## config.mk

```make
export PLATFORM = sky130hd
export DESIGN_NAME = binary_counter_param_sync_flat
export DESIGN_NICKNAME = d
export VERILOG_FILES = /design/src/rtl/binary_counter_param_sync_pkg.sv /design/src/rtl/binary_counter_param_sync_if.sv /design/src/rtl/binary_counter_param_sync_prescaler.sv /design/src/rtl/binary_counter_param_sync.sv /design/src/flat_wrapper.sv
export SDC_FILE = /design/constraint.sdc
export NUM_CORES = 1
export LEC_CHECK = 0
export ABC_AREA = 1
export CAP_MARGIN = 30
export CORE_AREA = 2 2 39 41
export CTS_BUF_LIST = sky130_fd_sc_hd__clkbuf_8
export DETAILED_ROUTE_END_ITERATION = 8
export DIE_AREA = 0 0 41 43
export DONT_BUFFER_PORTS = 1
export GPL_TIMING_DRIVEN = 0
export PLACE_DENSITY = 0.45
export SYNTH_ARGS = -nofsm -noshare
export SYNTH_HDL_FRONTEND = slang
export SYNTH_HIERARCHICAL = 1
export SYNTH_SLANG_ARGS = --single-unit
```

## constraint.sdc

```tcl
create_clock -name clock -period 1.2 [get_ports clock]
set_clock_uncertainty 0.1 [all_clocks]
set_input_delay 0.18 -clock clock [delete_from_list [all_inputs] [get_ports clock]]
set_output_delay 0.18 -clock clock [all_outputs]
set_load 0.02 [all_outputs]
```

## src/rtl/binary_counter_param_sync_pkg.sv

```systemverilog
// Shared counter-family definitions: count direction codes and the
// effective-modulus rule used by every counter variant.
package binary_counter_param_sync_pkg;

    localparam logic DIR_UP   = 1'b1;
    localparam logic DIR_DOWN = 1'b0;

    // MODULUS = 0 selects the full binary range of the counter.
    function automatic logic [32:0] eff_modulus(
        input int unsigned     width,
        input longint unsigned modulus
    );
        if (modulus == 0)
            return 33'd1 << width;
        else
            return modulus[32:0];
    endfunction

    function automatic bit modulus_ok(
        input int unsigned     width,
        input longint unsigned modulus
    );
        return (modulus == 0) ||
               (modulus >= 2 && modulus <= (64'd1 << width));
    endfunction

endpackage

```

## src/rtl/binary_counter_param_sync_if.sv

```systemverilog
// Control and status bundle between the counter and its consumer.
interface binary_counter_param_sync_if #(
    parameter int unsigned WIDTH = 4
) ();

    logic             enable;
    logic             up_down;
    logic             load;
    logic [WIDTH-1:0] load_value;
    logic [WIDTH-1:0] q;
    logic [WIDTH-1:0] qbar;
    logic             tick;
    logic             terminal_count;
    logic             wrap;

    modport master (
        output enable, up_down, load, load_value,
        input  q, qbar, tick, terminal_count, wrap
    );

    modport slave (
        input  enable, up_down, load, load_value,
        output q, qbar, tick, terminal_count, wrap
    );

endinterface

```

## src/rtl/binary_counter_param_sync_prescaler.sv

```systemverilog
// Clock-enable prescaler: strobes tick once every PRESCALE enabled clocks.
module clock_enable_prescaler #(
    parameter int unsigned PRESCALE = 1
) (
    input  logic clock,
    input  logic reset,
    input  logic enable,
    input  logic clear,
    output logic tick
);

    localparam int unsigned PW = (PRESCALE > 1) ? $clog2(PRESCALE) : 1;
    localparam logic [PW-1:0] PLAST = PW'(PRESCALE - 1);

    logic [PW-1:0] p_q;
    logic [PW-1:0] p_d;
    logic          last;

    assign last = (p_q == PLAST);
    assign tick = enable & last & ~reset;

    always_comb begin
        p_d = p_q;
        if (clear)
            p_d = '0;
        else if (enable)
            p_d = last ? '0 : p_q + PW'(1);
    end

    always_ff @(posedge clock) begin
        if (reset)
            p_q <= '0;
        else
            p_q <= p_d;
    end

endmodule

```

## src/rtl/binary_counter_param_sync.sv

```systemverilog
// Synchronous up/down modulo-M counter with load, prescaler and wrap pulse.
module binary_counter_param_sync
    import binary_counter_param_sync_pkg::*;
#(
    parameter int unsigned     WIDTH    = 4,
    parameter longint unsigned MODULUS  = 0,
    parameter int unsigned     PRESCALE = 1
) (
    input logic                        clock,
    input logic                        reset,
    binary_counter_param_sync_if.slave bus
);

    if (WIDTH < 1 || WIDTH > 32) begin : g_bad_width
        $error("binary_counter_param_sync: WIDTH %0d outside 1..32", WIDTH);
    end
    if (!modulus_ok(WIDTH, MODULUS)) begin : g_bad_modulus
        $error("binary_counter_param_sync: illegal MODULUS %0d", MODULUS);
    end
    if (PRESCALE < 1 || PRESCALE > 65535) begin : g_bad_prescale
        $error("binary_counter_param_sync: PRESCALE %0d outside 1..65535",
               PRESCALE);
    end

    localparam logic [32:0]      M    = eff_modulus(WIDTH, MODULUS);
    localparam logic [32:0]      M1   = M - 33'd1;
    localparam logic [WIDTH-1:0] MAXV = M1[WIDTH-1:0];

    logic [WIDTH-1:0] q_q;
    logic [WIDTH-1:0] q_d;
    logic             wrap_q;
    logic             wrap_d;
    logic             tick;
    logic [WIDTH-1:0] load_clamped;

    clock_enable_prescaler #(
        .PRESCALE (PRESCALE)
    ) u_prescaler (
        .clock  (clock),
        .reset  (reset),
        .enable (bus.enable),
        .clear  (bus.load),
        .tick   (tick)
    );

    // Out-of-range presets saturate to the top of the count range.
    assign load_clamped = (33'(bus.load_value) >= M) ? MAXV : bus.load_value;

    always_comb begin
        q_d    = q_q;
        wrap_d = 1'b0;
        if (bus.load) begin
            q_d = load_clamped;
        end else if (tick) begin
            if (bus.up_down == DIR_UP) begin
                if (q_q == MAXV) begin
                    q_d    = '0;
                    wrap_d = 1'b1;
                end else begin
                    q_d = q_q + WIDTH'(1);
                end
            end else begin
                if (q_q == '0) begin
                    q_d    = MAXV;
                    wrap_d = 1'b1;
                end else begin
                    q_d = q_q - WIDTH'(1);
                end
            end
        end
    end

    always_ff @(posedge clock) begin
        if (reset) begin
            q_q    <= '0;
            wrap_q <= 1'b0;
        end else begin
            q_q    <= q_d;
            wrap_q <= wrap_d;
        end
    end

    assign bus.q              = q_q;
    assign bus.qbar           = ~q_q;
    assign bus.wrap           = wrap_q;
    assign bus.tick           = tick;
    assign bus.terminal_count = (bus.up_down == DIR_UP) ? (q_q == MAXV)
                                                        : (q_q == '0);

endmodule
```

## src/flat_wrapper.sv

```systemverilog
// flat-port wrapper written by rule: the top's interface ports become plain ports
module binary_counter_param_sync_flat import binary_counter_param_sync_pkg::*;
#(
    parameter int unsigned     WIDTH    = 4,
    parameter longint unsigned MODULUS  = 0,
    parameter int unsigned     PRESCALE = 1
)
  (clock, reset, bus_enable, bus_up_down, bus_load, bus_load_value, bus_q, bus_qbar, bus_tick, bus_terminal_count, bus_wrap);
  binary_counter_param_sync_if #(.WIDTH(WIDTH)) bus_i ();
  input logic clock;
  input logic reset;
  input wire logic [$bits(bus_i.enable)-1:0] bus_enable;
  input wire logic [$bits(bus_i.up_down)-1:0] bus_up_down;
  input wire logic [$bits(bus_i.load)-1:0] bus_load;
  input wire logic [$bits(bus_i.load_value)-1:0] bus_load_value;
  output wire logic [$bits(bus_i.q)-1:0] bus_q;
  output wire logic [$bits(bus_i.qbar)-1:0] bus_qbar;
  output wire logic [$bits(bus_i.tick)-1:0] bus_tick;
  output wire logic [$bits(bus_i.terminal_count)-1:0] bus_terminal_count;
  output wire logic [$bits(bus_i.wrap)-1:0] bus_wrap;
  assign bus_i.enable = bus_enable;
  assign bus_i.up_down = bus_up_down;
  assign bus_i.load = bus_load;
  assign bus_i.load_value = bus_load_value;
  assign bus_q = bus_i.q;
  assign bus_qbar = bus_i.qbar;
  assign bus_tick = bus_i.tick;
  assign bus_terminal_count = bus_i.terminal_count;
  assign bus_wrap = bus_i.wrap;
  binary_counter_param_sync #(.WIDTH(WIDTH), .MODULUS(MODULUS), .PRESCALE(PRESCALE)) u_core (.clock(clock), .reset(reset), .bus(bus_i));
endmodule
```

==> metrics.txt <==
status=finished, violations left; failing checks=setup timing; ANT nets after route=0; Max IR drop VDD=0.000852 V; Max H-tree Level=1; most frequent cells in the layout=nand2_1 (19), inv_1 (5), inv_2 (4); cell area after synthesis=404 um2; upper clock frequency limit=677 MHz; count of final setup violators=5; GPL Wtd Cong=about 0.63; Slew Limit Fails=0; Setup TNS=-0.795 ns; number of distinct library cells after synthesis=18; top-area cell type share of the netlist area=between 20% and 30%; most common cell after layout, fill and taps aside=nand2_1; design area=574 um2; dpl hpwl=750 um; hold endpoint=u_core/bus.q[2]; area leader, netlist=dfxtp_1; syn nets=71; initial antenna violation count=0; placed instance area=487 um2; Fin. Hold Viols=0; min cycle time layout=1.48 ns; CP startpoint kind=flop; CP required=0.92 ns; endpoint class of the critical path=primary output; Iter 0 DRT Violations=4; worst reg2reg setup slack=-0.17 ns; PortBufs=0; Critical Path AT=between 1 and 1.5 ns; largest net degree at the start of global routing=8; full die area=1760 um2; first-pass iteration count of the detailed router=2; PD cells=1200 nW/um2; reg-to-reg critical path startpoint=u_core/bus.q[0]; Max-Cap Viols=0; sequential share of the synthesized area=24.8%; r2r worst-path depth=9; Seq. cell area=110 um2; leakage=0.252 nW; Syn Inst Count=60; worst hold path type=in -> reg; WS Path Type=reg -> out; Final nets=between 70 and 80; ANT cells=0; #FFs+latches synth=5; Inserted Clock Buffers=3; root buf cell=clkbuf_8; vias in the first global route=388; share of post-route cells with drive strength above 1=49.3%; clock latency on the worst-skew pair=0.22 ns; core area=around 1400 um2; Final period util=123%; final hold slack=0.0184 ns; GRT Total Usage=14.3%; Clock Sinks=5; top cells by area, synth=dfxtp_1 (25%), nand2_1 (20%), nand3_2 (7.4%), a21oi_2 (6.5%), ha_1 (6.2%); Chip Width=41 um; WHS Path Cells=2; vias post-DR=between 300 and 400; Worst slew margin=slightly below 80%; die height=43 um; drt via density=4.80; worst slew pin tran=0.327 ns; Worst R2R End=u_core/bus.q[3]; area delta synth->final=42.1%; worst setup margin=-0.278 ns; drt drc=0; fillers=153; first-pass GRT wire length=~1700 um; routed len/inst=12.1 um; # IOs=20; Routed WL=1000 um; Initial Util=29.2%; TritonCTS clock tree=yes; CP max FO=7; total design power=0.691 mW; Reg clk slew, reported paths=approximately 0.03 ns; Syn Area/Cell=6.74 um2; area of the multi-input gates=between 300 and 400 um2; Clock Path Buffers=2; unrepaired setup endpoints after global routing=yes; final design utilization=41.5%; worst hold path startpoint=bus_load_value[2]; # rows=14; synth warn=6; Overflow after GRT=0
metrics by stage:
stage	instances	setup slack, ns
after global routing	83	-0.343
after floorplan	60	-0.0340
final	83	-0.278
after CTS	83	-0.296
after global placement	76	-0.107
after detailed placement	76	-0.122
power by group:
group / leakage (nW) / internal [mW] / switching [mW] / total, mW
Sequential: 0.0431 / 0.178 / 0.0369 / 0.215
Clock: 0.0269 / 0.219 / 0.0806 / 0.300
Combinational: 0.181 / 0.0756 / 0.100 / 0.176
state kept, by name, summed over array words and instances (netlist names):
| signal | cells |
|---|---|
| u_core/bus.q | 4 |
| u_core/bus.wrap | 1 |
cells in the mapped netlist:
cell      n
a31o_2    1
nor2_2    2
inv_2     5
nor2_4    1
nor2_1    2
a31oi_1   2
a21oi_1   1
ha_1      2
inv_1     5
xor2_1    1
xnor2_1   1
buf_6     1
a21oi_2   3
dfxtp_1   5
nand3_2   3
nand4_1   1
nand2_1  22
nand3_1   2
metal layers:
layer / vias up / global-route usage, % / part of all wire, %
met2: 11 / 20.6 / 49
met5: - / 0 / 0
met3: 0 / 9.95 / 8.0
met1: 180 / 16.6 / 43
li1: 207 / - / -
met4: 0 / 4.00 / 0
worst max path at each step:
stage | depth (start not counted) | to | slack, ns | start
final | 4 | bus_terminal_count | -0.28 | u_core/bus.q[1]
after global routing | 5 | bus_terminal_count | -0.34 | u_core/bus.q[0]
after CTS | 5 | bus_terminal_count | -0.30 | u_core/bus.q[1]
after detailed placement | 7 | u_core/bus.wrap | -0.12 | u_core/bus.q[1]
after global placement | 7 | u_core/bus.wrap | -0.11 | u_core/bus.q[1]
after floorplan | 7 | u_core/bus.wrap | -0.03 | u_core/bus.q[1]
logic make-up after synthesis:
logic type | count (synthesis) | synth area share (%)
AOI/OAI and AO/OA | 7 | 13.0
xor gates and xnor gates | 2 | 4.34
adders and majority gates | 2 | 6.19
buffers and inverters | 11 | 12.1
DFF | 5 | 24.8
and+or+nand+nor | 33 | 39.6
worst max-delay path, cell delays in order (launching register included):
cell     delay (ns)
dfxtp_4        0.40
inv_4          0.11
ha_4           0.15
nand3_4        0.09
a21oi_4        0.23
layout make-up:
class                      count  share of cell area (%)
clock inverter                 1                   0.654
buffer                         1                    1.96
tap                           16                    3.49
multi-input combinational     44                    54.9
inverter                      10                    8.28
timing repair buffer           3                    4.36
sequential                     5                    19.2
clock buffer                   3                    7.19
timing repair:
action	CTS	global route
hold endpoints to repair	5	0
resized for setup	3	2
buffers inserted	3	0
pin swaps	8	2
endpoints found under the setup margin	5	5
hold buffers	1	0
Power figures use the tool's default switching activity.
